<file path="config.mk">
export PLATFORM = sky130hd
export DESIGN_NAME = aes_inv_mixcolumns_iter
export DESIGN_NICKNAME = d
export VERILOG_FILES = /design/src/rtl/aes_inv_mixcolumns_iter.sv
export SDC_FILE = /design/constraint.sdc
export NUM_CORES = 1
export LEC_CHECK = 0
export ABC_AREA = 1
export BUFFER_PORTS_ARGS = -buffer_cell sky130_fd_sc_hd__buf_2
export CAP_MARGIN = 5
export CORE_MARGIN = 10
export CORE_UTILIZATION = 50
export DETAILED_ROUTE_END_ITERATION = 8
export PLACE_DENSITY = 0.7
export SLEW_MARGIN = 15
export SYNTH_ARGS = -nofsm -noshare
export SYNTH_HDL_FRONTEND = slang
export SYNTH_SLANG_ARGS = --single-unit
</file>
<file path="constraint.sdc">
create_clock -name clk -period 3.16 [get_ports clk]
set_input_delay 0.316 -clock clk [delete_from_list [all_inputs] [get_ports clk]]
set_output_delay 0.316 -clock clk [all_outputs]
set_load 0.005 [all_outputs]
</file>
<file path="src/rtl/aes_inv_mixcolumns_iter.sv">
// aes_inv_mixcolumns_iter: iterative AES InvMixColumns, COLS_PER_CYCLE columns per clock
module aes_inv_mixcolumns_iter #(
    parameter int COLS_PER_CYCLE = 1
) (
    input  logic         clk,
    input  logic         rst_n,
    input  logic         clear,
    input  logic [127:0] imx_i,
    input  logic         in_valid,
    output logic         in_ready,
    output logic [127:0] imx_o,
    output logic         out_valid,
    input  logic         out_ready
);
    localparam logic [2:0] CPC = 3'(COLS_PER_CYCLE);

    generate
        if (COLS_PER_CYCLE != 1 && COLS_PER_CYCLE != 2 && COLS_PER_CYCLE != 4) begin : g_bad_cols
            $error("COLS_PER_CYCLE must be 1, 2 or 4");
        end
    endgenerate

    typedef enum logic [1:0] {IDLE, BUSY, DONE} state_t;

    state_t       st;
    logic [1:0]   cnt;
    logic [127:0] sreg;
    logic [127:0] nxt;
    logic         acc;
    logic         last;

    function automatic logic [7:0] xt(input logic [7:0] a);
        return {a[6:0], 1'b0} ^ (a[7] ? 8'h1b : 8'h00);
    endfunction

    // k selects which of a, 2a, 4a, 8a are summed, so 09/0b/0d/0e need only three xtimes
    function automatic logic [7:0] gm(input logic [7:0] a, input logic [3:0] k);
        logic [7:0] a2, a4, a8;
        a2 = xt(a);
        a4 = xt(a2);
        a8 = xt(a4);
        return ({8{k[0]}} & a) ^ ({8{k[1]}} & a2) ^ ({8{k[2]}} & a4) ^ ({8{k[3]}} & a8);
    endfunction

    function automatic logic [31:0] inv_col(input logic [31:0] c);
        logic [7:0] a0, a1, a2, a3;
        {a0, a1, a2, a3} = c;
        return {gm(a0, 4'he) ^ gm(a1, 4'hb) ^ gm(a2, 4'hd) ^ gm(a3, 4'h9),
                gm(a0, 4'h9) ^ gm(a1, 4'he) ^ gm(a2, 4'hb) ^ gm(a3, 4'hd),
                gm(a0, 4'hd) ^ gm(a1, 4'h9) ^ gm(a2, 4'he) ^ gm(a3, 4'hb),
                gm(a0, 4'hb) ^ gm(a1, 4'hd) ^ gm(a2, 4'h9) ^ gm(a3, 4'he)};
    endfunction

    assign in_ready  = !clear && (st == IDLE || (st == DONE && out_ready));
    assign acc       = in_valid && in_ready;
    assign last      = ({1'b0, cnt} + CPC) == 3'd4;
    assign out_valid = st == DONE;
    assign imx_o     = sreg;

    // transform only the columns inside this cycle's window, pass the rest through
    always_comb begin
        nxt = sreg;
        for (int c = 0; c < 4; c++)
            if ({1'b0, 2'(c) - cnt} < CPC) nxt[127-32*c -: 32] = inv_col(sreg[127-32*c -: 32]);
    end

    // control FSM and in-place state register; clear keeps the register contents
    always_ff @(posedge clk or negedge rst_n) begin
        if (!rst_n) begin
            st   <= IDLE;
            cnt  <= '0;
            sreg <= '0;
        end else if (clear) begin
            st  <= IDLE;
            cnt <= '0;
        end else if (acc) begin
            st   <= BUSY;
            cnt  <= '0;
            sreg <= imx_i;
        end else if (st == BUSY) begin
            sreg <= nxt;
            cnt  <= cnt + CPC[1:0];
            if (last) st <= DONE;
        end else if (st == DONE && out_ready) begin
            st <= IDLE;
        end
    end
endmodule

</file>
==> impl_metrics.py <==
metrics = {
    "status": {
        "outcome": "finished, final reports clean",
    },
    "worst_setup_path": {
        "r2r_cells": 15,
        "rrSetupSlack_ps": 690,
        "cp.required_ps": 3550,
        "end_kind": "register",
        "rr_endpoint": "imx_o[100]",
        "setup.worst_path.start": "imx_o[127]",
        "cp_num_buf_inv": 2,
        "crit_path_frequent_cell": "nand2_1",
        "worst-path-stages": 15,
        "cp_max_fo": 13,
        "r2r_start": "imx_o[127]",
        "max_stage_delay_ps": 820,
        "crit_path_start_kind": "register",
        "path_delay_family": "simple AND/OR/NAND/NOR gates",
        "slowest_stage": "dfrtp_1",
        "arrival_ps": 2860,
        "endpoint": "imx_o[100]",
        "path_class": "reg -> reg",
        "path_cells": "inv_1 > nand2_1 > nand2_1 > nand2_1 > nand2_1 > inv_1 > nand2_1 > nand2_1 > nand2_1 > nand2_1 > nand2_1 > nand3_1 > nand3_1 > nand2_1 > nand2_1",
    },
    "floorplan": {
        "fp.coreArea_sq_mm": 0.04195,
        "die_height_microns": 226.0,
        "rows": 75,
        "initial_core_util_pct": 50.57,
        "io_pins": 263,
        "dieArea_sq_mm": 0.05107,
        "die_w_microns": 226.0,
    },
    "synth": {
        "syn_area_sq_mm": 0.02121,
        "synth_area_leaders": "nand2_1 (31%), dfrtp_1 (16%), xor2_1 (15%), xnor2_1 (8.6%), inv_1 (7.0%)",
        "netlist_top_cells_count": "nand2_1 (1731), inv_1 (396), xor2_1 (371), nand3_1 (282), xnor2_1 (208)",
        "synth_warnings": 0,
        "yosysSeqAreaShare_pct": 15.57,
        "yosysTopAreaCell": "nand2_1",
        "synth_edf_count": 0,
        "netlist_instances": 3695,
        "synthArstFlopShare_pct": 100.0,
        "synth_most_common_cell": "nand2_1",
        "synthDistinctLibCells": 38,
        "syn_area_per_cell_sq_um": 5.741,
        "synth.ff_latch_count": 132,
        "ys.flop_type": "dfrtp_1",
        "syn_nets": 3833,
        "synth_top_area_share_pct": 30.63,
    },
    "routing": {
        "totalWireLength_microns": 75480,
        "wire_per_inst_microns": 17.08,
        "drc": 0,
        "routed_via_density": 5.152,
        "via_count": 22770,
        "firstDrtPassIters": 6,
        "drtIter0Drc": 2318,
        "drtAntennaViolNets": 0,
    },
    "clock_tree": {
        "root_buffer": "clkbuf_16",
        "clk_pin_slew_ps": 70,
        "clockBufferDepth": 2,
        "cts_tree": "done",
        "worstSkewPairLatency_ps": 500,
        "cts_max_level": 4,
        "cts_buffers": 17,
        "cts.sinks": 132,
    },
    "timing": {
        "setup_tns_ps": 0,
        "tightest_slew_ps": 746.3,
        "hold-worst-slack_ps": 126.0,
        "slew_headroom_pct": 50.25,
        "maxSlewViolCount": 0,
        "timing.fmax_ghz": 0.4048,
        "min_period_over_period_pct": 78.17,
        "final-setup-viol-count": 0,
        "rsz0062_at_grt": "false",
        "skew_ps": 16.45,
        "fin_ws_ps": 689.8,
        "layout_min_cycle_time_ps": 2470,
        "finalHoldViolCount": 0,
    },
    "global_route": {
        "grt_pass1_wl_microns": 116800,
        "grt_pass1_vias": 20430,
        "antenna_found_initial": 0,
        "grt_usage_pct": 29.22,
        "grt_max_degree": 142,
        "grt-ovfl-total": 0,
    },
    "final_layout": {
        "fin_area_sq_mm": 0.02334,
        "drive_above_1_share_pct": 11.49,
        "diodes": 0,
        "filler_cell_count": 4409,
        "multi_input_area_sq_mm": 0.01550,
        "seqCellArea_sq_mm": 0.003303,
        "areaGrowthSynthToFinish_pct": 10.00,
        "nets": 4008,
    },
    "placement": {
        "dpl_worst_slack_ps": 726.2,
        "place_area_sq_mm": 0.02270,
        "hpwl_microns": 59760,
        "io_buffers": 262,
        "gp_congestion": 1.028,
    },
    "hold_path": {
        "hp-class": "in -> reg",
    },
    "flow_run": {
        "maxCapViolations": 0,
    },
}
-- through the flow --
stage | instances | utilization, %
final | 4420 | 55.63
after global routing | 4420 | 55.63
after detailed placement | 4389 | 54.13
after CTS | 4420 | 55.63
after global placement | 4389 | 54.13
after floorplan | 3695 | -
-- logic make-up after synthesis --
logic type	synth area share, %
AOI/OAI and AO/OA	5.255
xor gates and xnor gates	25.90
adders and majority gates	0.2949
buffers and inverters	11.41
DFF	15.57
and+or+nand+nor	41.57
-- registers in the layout (all words and copies together) (netlist names) --
| register | cells |
|---|---|
| st | 2 |
| cnt | 2 |
| imx_o | 128 |
-- layout by cell type (no fill, tap or decap), types with 7 or more instances in the layout --
master,Yosys,layout
xor2_2,10,10
nand3b_1,13,13
xnor2_2,11,11
buf_4,25,23
nand4_1,10,10
nor2_1,63,63
o21bai_1,9,9
xor2_1,371,371
clkbuf_16,0,17
or2_2,8,8
buf_2,55,261
dfrtp_1,132,132
o21ai_0,169,169
inv_4,7,7
a21oi_1,7,7
xnor2_1,208,208
nand3_1,282,282
inv_2,31,31
o21ai_1,15,15
inv_1,396,396
nand2_1,1731,1730
nand2_2,44,44
nand2_4,9,10
-- worst reg2reg max path: stages (launching register included) --
cell and delay [ps]:
dfrtp_1 820, inv_1 300, nand2_1 210, nand2_1 110, nand2_1 70, nand2_1 150
inv_1 110, nand2_1 80, nand2_1 110, nand2_1 70, nand2_1 70, nand2_1 40
nand3_1 60, nand3_1 60, nand2_1 80, nand2_1 40
-- per-layer routing --
| metal | up-vias | share of wire [%] | track usage (%) |
|---|---|---|---|
| met5 | - | 0 | 0 |
| met4 | 0 | 2.8 | 9.956 |
| met3 | 117 | 8.6 | 5.280 |
| met2 | 977 | 44 | 44.92 |
| met1 | 10200 | 45 | 40.25 |
| li1 | 11480 | - | - |
-- repair_timing --
action,in CTS,in global routing
hold buffers,1,0
gates resized for setup,0,0
endpoints found under the hold margin,60,0
buffers inserted,0,0
-- area by class of cell --
type | instances | share of cell area [%]
well taps | 539 | 2.890
clock buffers | 18 | 1.882
clock inverters | 12 | 0.7828
multi-input cells | 2992 | 66.41
inverters | 437 | 7.104
repair buffers | 290 | 6.772
flip-flops and latches | 132 | 14.15
-- worst min-delay path by stage --
stage	from	to	slack [ps]	cells after the start
2_1_floorplan	rst_n	cnt[0]	20	0
6_report	imx_i[32]	imx_o[32]	130	3
4_1_cts	imx_i[52]	imx_o[52]	100	5
5_1_grt	imx_i[5]	imx_o[5]	140	5
3_3_place_gp	rst_n	imx_o[33]	340	1
3_5_place_dp	rst_n	imx_o[33]	350	1
Power is left out: the tool's default activity adds up to more than one toggle a clock period on the data nets, which glitch-free logic cannot reach.
